## config.mk

```make
export PLATFORM = sky130hd
export DESIGN_NAME = alu_uart_interface_flat
export DESIGN_NICKNAME = d
export VERILOG_FILES = /design/src/rtl/alu_uart_interface_if.sv /design/src/rtl/alu_uart_interface.sv /design/src/flat_wrapper.sv
export SDC_FILE = /design/constraint.sdc
export NUM_CORES = 1
export LEC_CHECK = 0
export ABC_CLOCK_PERIOD_IN_PS = 1500
export BUFFER_PORTS_ARGS = -buffer_cell sky130_fd_sc_hd__buf_2
export CORE_MARGIN = 4
export CORE_UTILIZATION = 45
export CTS_CLUSTER_DIAMETER = 100
export DETAILED_ROUTE_END_ITERATION = 10
export GPL_TIMING_DRIVEN = 0
export PLACE_DENSITY_LB_ADDON = 0.15
export SYNTH_ARGS = -nofsm -noshare
export SYNTH_HDL_FRONTEND = slang
export SYNTH_SLANG_ARGS = --single-unit
```

## constraint.sdc

```tcl
create_clock -name i_clk -period 1.5 [get_ports i_clk]
set_input_delay 0.3 -clock i_clk [delete_from_list [all_inputs] [get_ports i_clk]]
set_output_delay 0.3 -clock i_clk [all_outputs]
set_load 0.02 [all_outputs]
```

## src/rtl/alu_uart_interface_if.sv

```systemverilog
// Signal bundle between the ALU/UART sequencer and its neighbours:
// the UART rx/tx handshake and the ALU operand/result lines.
interface alu_uart_interface_if #(
    parameter int NB_DATA = 8,
    parameter int NB_OP   = 6
);
    logic        [NB_DATA-1:0] i_rx_data;
    logic                      i_rx_done;
    logic                      i_tx_done;
    logic                      o_tx_start;
    logic        [NB_DATA-1:0] o_tx_data;
    logic signed [NB_DATA-1:0] o_data_a;
    logic signed [NB_DATA-1:0] o_data_b;
    logic        [NB_OP-1:0]   o_operation_code;
    logic        [NB_DATA-1:0] i_alu_result;
    logic                      i_alu_overflow;
    logic                      i_alu_zero;
    logic                      o_busy;

    // Sequencer side
    modport master (
        input  i_rx_data, i_rx_done, i_tx_done,
        input  i_alu_result, i_alu_overflow, i_alu_zero,
        output o_tx_start, o_tx_data,
        output o_data_a, o_data_b, o_operation_code, o_busy
    );

    // UART + ALU side
    modport slave (
        output i_rx_data, i_rx_done, i_tx_done,
        output i_alu_result, i_alu_overflow, i_alu_zero,
        input  o_tx_start, o_tx_data,
        input  o_data_a, o_data_b, o_operation_code, o_busy
    );
endinterface

```

## src/rtl/alu_uart_interface.sv

```systemverilog
// Sequencer: receives A, B, opcode over UART, drives the ALU, and sends back
// the result byte followed by a flags byte {0.., overflow, zero}.
module alu_uart_interface #(
    parameter int NB_DATA = 8,
    parameter int NB_OP   = 6
) (
    input  logic                   i_clk,
    input  logic                   i_reset,
    alu_uart_interface_if.master   bus
);
    typedef enum logic [2:0] {
        WAIT_A,
        WAIT_B,
        WAIT_OP,
        EXEC,
        SEND_RES,
        WAIT_RES,
        SEND_FLAGS,
        WAIT_FLAGS
    } state_t;

    state_t                    state;
    logic signed [NB_DATA-1:0] data_a;
    logic signed [NB_DATA-1:0] data_b;
    logic        [NB_OP-1:0]   op_code;
    logic        [NB_DATA-1:0] result_r;
    logic        [NB_DATA-1:0] flags_r;
    logic                      tx_start;
    logic        [NB_DATA-1:0] tx_data;

    always_ff @(posedge i_clk or posedge i_reset) begin
        if (i_reset) begin
            state    <= WAIT_A;
            data_a   <= '0;
            data_b   <= '0;
            op_code  <= '0;
            result_r <= '0;
            flags_r  <= '0;
            tx_start <= 1'b0;
            tx_data  <= '0;
        end else begin
            tx_start <= 1'b0;
            case (state)
                WAIT_A: begin
                    if (bus.i_rx_done) begin
                        data_a <= bus.i_rx_data;
                        state  <= WAIT_B;
                    end
                end
                WAIT_B: begin
                    if (bus.i_rx_done) begin
                        data_b <= bus.i_rx_data;
                        state  <= WAIT_OP;
                    end
                end
                WAIT_OP: begin
                    if (bus.i_rx_done) begin
                        op_code <= bus.i_rx_data[NB_OP-1:0];
                        state   <= EXEC;
                    end
                end
                // Operands have been stable on the ALU for a full cycle here
                EXEC: begin
                    result_r <= bus.i_alu_result;
                    flags_r  <= {{(NB_DATA-2){1'b0}}, bus.i_alu_overflow, bus.i_alu_zero};
                    state    <= SEND_RES;
                end
                SEND_RES: begin
                    tx_start <= 1'b1;
                    tx_data  <= result_r;
                    state    <= WAIT_RES;
                end
                WAIT_RES: begin
                    if (bus.i_tx_done) state <= SEND_FLAGS;
                end
                SEND_FLAGS: begin
                    tx_start <= 1'b1;
                    tx_data  <= flags_r;
                    state    <= WAIT_FLAGS;
                end
                WAIT_FLAGS: begin
                    if (bus.i_tx_done) state <= WAIT_A;
                end
                default: state <= WAIT_A;
            endcase
        end
    end

    assign bus.o_data_a         = data_a;
    assign bus.o_data_b         = data_b;
    assign bus.o_operation_code = op_code;
    assign bus.o_tx_start       = tx_start;
    assign bus.o_tx_data        = tx_data;
    assign bus.o_busy           = (state == EXEC)     || (state == SEND_RES)   ||
                                  (state == WAIT_RES) || (state == SEND_FLAGS) ||
                                  (state == WAIT_FLAGS);
endmodule
```

## src/flat_wrapper.sv

```systemverilog
// flat-port wrapper written by rule: the top's interface ports become plain ports
module alu_uart_interface_flat 
#(
    parameter int NB_DATA = 8,
    parameter int NB_OP   = 6
)
  (i_clk, i_reset, bus_i_rx_data, bus_i_rx_done, bus_i_tx_done, bus_i_alu_result, bus_i_alu_overflow, bus_i_alu_zero, bus_o_tx_start, bus_o_tx_data, bus_o_data_a, bus_o_data_b, bus_o_operation_code, bus_o_busy);
  alu_uart_interface_if #(.NB_DATA(NB_DATA), .NB_OP(NB_OP)) bus_i ();
  input  logic i_clk;
  input  logic i_reset;
  input wire logic [$bits(bus_i.i_rx_data)-1:0] bus_i_rx_data;
  input wire logic [$bits(bus_i.i_rx_done)-1:0] bus_i_rx_done;
  input wire logic [$bits(bus_i.i_tx_done)-1:0] bus_i_tx_done;
  input wire logic [$bits(bus_i.i_alu_result)-1:0] bus_i_alu_result;
  input wire logic [$bits(bus_i.i_alu_overflow)-1:0] bus_i_alu_overflow;
  input wire logic [$bits(bus_i.i_alu_zero)-1:0] bus_i_alu_zero;
  output wire logic [$bits(bus_i.o_tx_start)-1:0] bus_o_tx_start;
  output wire logic [$bits(bus_i.o_tx_data)-1:0] bus_o_tx_data;
  output wire logic [$bits(bus_i.o_data_a)-1:0] bus_o_data_a;
  output wire logic [$bits(bus_i.o_data_b)-1:0] bus_o_data_b;
  output wire logic [$bits(bus_i.o_operation_code)-1:0] bus_o_operation_code;
  output wire logic [$bits(bus_i.o_busy)-1:0] bus_o_busy;
  assign bus_i.i_rx_data = bus_i_rx_data;
  assign bus_i.i_rx_done = bus_i_rx_done;
  assign bus_i.i_tx_done = bus_i_tx_done;
  assign bus_i.i_alu_result = bus_i_alu_result;
  assign bus_i.i_alu_overflow = bus_i_alu_overflow;
  assign bus_i.i_alu_zero = bus_i_alu_zero;
  assign bus_o_tx_start = bus_i.o_tx_start;
  assign bus_o_tx_data = bus_i.o_tx_data;
  assign bus_o_data_a = bus_i.o_data_a;
  assign bus_o_data_b = bus_i.o_data_b;
  assign bus_o_operation_code = bus_i.o_operation_code;
  assign bus_o_busy = bus_i.o_busy;
  alu_uart_interface #(.NB_DATA(NB_DATA), .NB_OP(NB_OP)) u_core (.i_clk(i_clk), .i_reset(i_reset), .bus(bus_i));
endmodule
```

-- Word level (Yosys, flattened, before mapping)
Index checks and enable logic that the tools add are counted.
- equality and inequality tests: 12
- multiplexer cells: 8
- reductions and logical operators: 11
- operators by type and width (operator ; count):
    one-hot mux 3 bit (8 select lines) ; 1
    one-hot mux 8 bit (2 select lines) ; 1
    two-way mux 3 bit ; 5
    equality test 3 bit (second input constant) ; 4
    inequality test 2 bit (second input constant) ; 5
    equality test 3 x 2 -> 1 bit (second input constant) ; 2
    AND reduction 2 bit ; 3
    AND reduction 5 bit ; 1
    logical OR 1 bit ; 4
    equality test 3 x 1 -> 1 bit (second input constant) ; 1
    logical NOT 3 bit ; 1
    nonzero test 2 bit ; 1
    OR reduction 2 bit ; 1
    two-way mux 1 bit ; 1
- flip-flop bits (word level): 44
- input port bits: 22
- word-level logic and storage cells: 39

-- Longest topological paths before layout
- word-level depth: 5
- mapped depth: 4
- mapped depth without buffers: 2

-- Worst setup path after synthesis
No wires, ideal clock.
- path type: register -> register
- from: register u_core.state[2]
- to: register u_core.data_a[0], in the netlist u_core.bus.o_data_a[0]
- library setup time: 125 ps
- arrival time: 1329 ps
- required time: 1375 ps
- path slack: 46 ps
- stages on the path, launching flop included: 4
- buffers on the path: 1
- clock period less this slack: 1454 ps
- path through: dfrtp_1 > buf_6 > nor4b_4 > mux2_2
- cells in the longest elaborated chain, start to end: 2
- RTL lines (item ; RTL line ; text):
    start: declaration ; alu_uart_interface.sv:22 ; state_t state;
    start signal: assignment ; alu_uart_interface.sv:33 ; state <= WAIT_A;
    start signal: assignment ; alu_uart_interface.sv:47 ; state <= WAIT_B;
    start signal: assignment ; alu_uart_interface.sv:53 ; state <= WAIT_OP;
    logical NOT 3 bit ; alu_uart_interface.sv:43 ; case (state)
    AND reduction 2 bit (no line) ; - ;
    end signal: assignment ; alu_uart_interface.sv:46 ; data_a <= bus.i_rx_data;
    end: declaration ; alu_uart_interface.sv:23 ; logic signed [NB_DATA-1:0] data_a;
No other way between the ends.
A chain may end at the register's enable or synchronous reset.

-- Worst setup path after layout
- from: register u_core.state[1]
- to: output bus_o_busy
- cells in the longest elaborated chain, start to end: 5
- elaborated cells between the ends (all ways): 9
- classes of those cells: eq/ne (5); reduce/logical (4)
- RTL lines (item ; RTL line ; text):
    equality test 3 x 2 -> 1 bit or equality test 3 bit (tied branches) ; alu_uart_interface.sv:94 ; assign bus.o_busy = (state == EXEC) || (state == SEND_RES) ||
    logical OR 1 bit (2 in series) ; alu_uart_interface.sv:94 ;
    logical OR 1 bit ; alu_uart_interface.sv:95 ; (state == WAIT_RES) || (state == SEND_FLAGS) ||
    logical OR 1 bit * ; alu_uart_interface.sv:95 ;
    end: declaration ; flat_wrapper.sv:22 ; output wire logic [$bits(bus_i.o_busy)-1:0] bus_o_busy;
Mark *: on every way between the ends. The rest lies on a longest branch, timed or not.

==> flow_metrics.tcl <==
set metrics [dict create \
    syn-cell-area_um2 1810 \
    viasPerCell 5.02 \
    nFillCells 307 \
    via_count 1150 \
    final.period_utilization_pct 101 \
    clk_pin_slew_ps 80 \
    setup_violations 1 \
    placed_area_um2 2140 \
    dieArea_um2 5100 \
    grt_max_degree 45 \
    hpwlAfterDp_mm 2.50 \
    synth_area_per_cell_um2 15.6 \
    firstDrtPassIters 4 \
    rsz0062_at_grt "yes" \
    wl_met2_mm 1.77 \
    initial_utilization_pct 48.0 \
    hold_viol 0 \
    setup_slack_ps -19.6 \
    rr_startpoint "u_core.state[2]" \
    top_layer_used "met4" \
    ctsRootBufferMaster "clkbuf_8" \
    cts_buffers 5 \
    synth_cell_type_count 18 \
    startpoint_type "flop" \
    syn_inst 116 \
    drc 0 \
    crit_start "u_core.state[1]" \
    antenna_cells 0 \
    ir_drop_uv 960 \
    outcome "finished, violations left" \
    clock_skew_ps 2.02 \
    p_per_area_nw_per_um2 2270 \
    synth_nets 138 \
    yosys_warnings 0 \
    core_area_um2 3770 \
    met3_wirelength_um 231 \
    grt_pass1_wl_mm 6.02 \
    cp-end-kind "primary output" \
    die_y_um 71.4 \
    final-seq-area_um2 1100 \
    cts_max_level 2 \
    post-route-util_pct 61.4 \
    period_needed_ps 1520 \
    timing.fmax_mhz 658 \
    switching_share_pct 35.5 \
    cts_tree "built" \
    synth_top_area_share_pct 60.8 \
    worstPathArrival_ps 1220 \
    crit_type "reg2out" \
    grt_usage_pct 15.1 \
    power_frac_clock_pct 13.9 \
    cts_buffer_depth 2 \
    io_buffers 53 \
    drt_wl_total_mm 3.51 \
    ys_top_cells_by_area "dfrtp_1, mux2_2, nor2b_1" \
    wl_met1_mm 1.46 \
    antenna_found_initial 0 \
    grt_overflow 0 \
    max_cap_viol_count 0 \
    wl_per_cell_um 15.3 \
    yosys.area.top_type "dfrtp_1" \
    drtIter0Drc 81 \
    dieWidth_um 71.4 \
    cp_max_fo 8 \
    p_int_uw 3390 \
    drive_gt1_share_pct 65.7 \
    seqPwrFrac_pct 39.1 \
    ys_ff_latch 44 \
    tightest_slew_ps 887 \
    p_sw_uw 1870 \
    max_slew_margin_pct 40.8 \
    drv_slew 0 \
    ys_seq_area_share_pct 60.8 \
    power.leakage_uw 0.00114 \
    clock_sinks 44 \
    nets 202 \
    multi_input_area_um2 674 \
    io-pin-count 54 \
    antenna_left 0 \
    row_count 22 \
    synthToLayoutAreaGrowth_pct 27.9 \
    stdcell_area_um2 2320 \
    min_path_type "in2async" \
    grt_pass1_vias 1310 \
    pwr-share-comb_pct 47.0 \
    violations "negative setup slack" \
    worst_skew_pair.late_latency_ps 280 \
    place_congestion 0.759 \
    worstPathRequired_ps 1200 \
]
-- power groups by stage --
stage,combinational [uW],clock [uW],sequential [uW]
global route,2660,820,2130
finish,2470,731,2050
CTS,2370,762,2050
floorplan,1140,0,2550
detailed placement,2330,0,2070
global placement,2270,0,2030
-- cells in the mapped netlist --
cell,number
and4bb_2,2
nor4b_4,1
clkbuf_1,1
a21o_1,1
and4b_1,1
nor4b_1,1
nand2_1,2
buf_6,3
a221o_1,1
and3b_1,1
a2111o_1,1
o21a_1,1
inv_1,2
dfrtp_1,44
buf_2,4
nand3b_1,1
mux2_2,42
nor2b_1,7
-- flip-flops by register name, summed over array words and instances, names as in the netlist --
register	count
u_core.bus.o_data_a	8
u_core.bus.o_data_b	8
u_core.bus.o_operation_code	6
u_core.bus.o_tx_data	8
u_core.bus.o_tx_start	1
u_core.flags_r	2
u_core.result_r	8
u_core.state	3
-- path summary, 6_finish.rpt --
path,end,slack (ps),depth (start not counted)
setup reg to reg,u_core.bus.o_data_b[0],40,4
min in group i_clk,u_core.result_r[2],240,2
max in group asynchronous,u_core.bus.o_data_b[0],750,2
hold / removal,u_core.bus.o_tx_data[1],200,2
setup / recovery,bus_o_busy,-20,4
hold reg to reg,u_core.result_r[2],500,1
-- layout by cell type, fill, tap and decap left out, drive strengths merged --
cell type,netlist,routed
clkinv,0,2
a21o,1,1
a2111o,1,1
nand2,2,2
a221o,1,1
nor4b,2,2
buf,7,65
dfrtp,44,44
and4b,1,1
and3b,1,1
o21a,1,1
nor2b,7,7
mux2,42,42
clkbuf,1,6
and4bb,2,2
nand3b,1,1
inv,2,2
-- critical path, cell delays in order, from the launching register on --
cell and delay [ps]:
dfrtp_1 380, buf_6 140, buf_8 110, a21o_1 170
buf_6 140
-- routing by layer --
layer	vias up	track usage (%)
li1	540	-
met1	573	18.3
met2	31	25.0
met3	6	4.63
met4	0	6.26
met5	-	0
-- stage by stage --
stage               total power (uW)  instances  TNS (ps)  setup WS (ps)  hold WS [ps]
finish                          5260        229     -19.6          -19.6           201
global route                    5610        229      -378          -72.7           229
CTS                             5180        227      -137           -137           226
detailed placement              4400        217     -1890           -223           487
global placement                4300        217    -13400           -283           479
floorplan                       3690        116         0           46.2           451
-- logic make-up (layout without fill, tap and decap cells) --
group           Yosys count  after routing  synth area share (%)
buf+inv                  10             75                  3.59
mux                      42             42                  26.1
flops                    44             44                  60.8
compound gates            4              4                  2.00
simple gates             16             16                  7.46
-- cell type report --
cell class                 instances  area share (%)
timing repair buffer              57            13.2
buffer                             8            3.24
multi-input combinational         62            29.1
clock inverter                     2           0.432
clock buffer                       6            3.57
tap                               48            2.59
inverter                           2           0.324
sequential                        44            47.5
-- repair_timing --
item,CTS,global route
hold buffers,0,0
setup endpoints to repair,17,12
pin swaps,1,2
resized for setup,4,13
setup buffers,2,2
No activity file was read; power rests on OpenSTA's default activity.
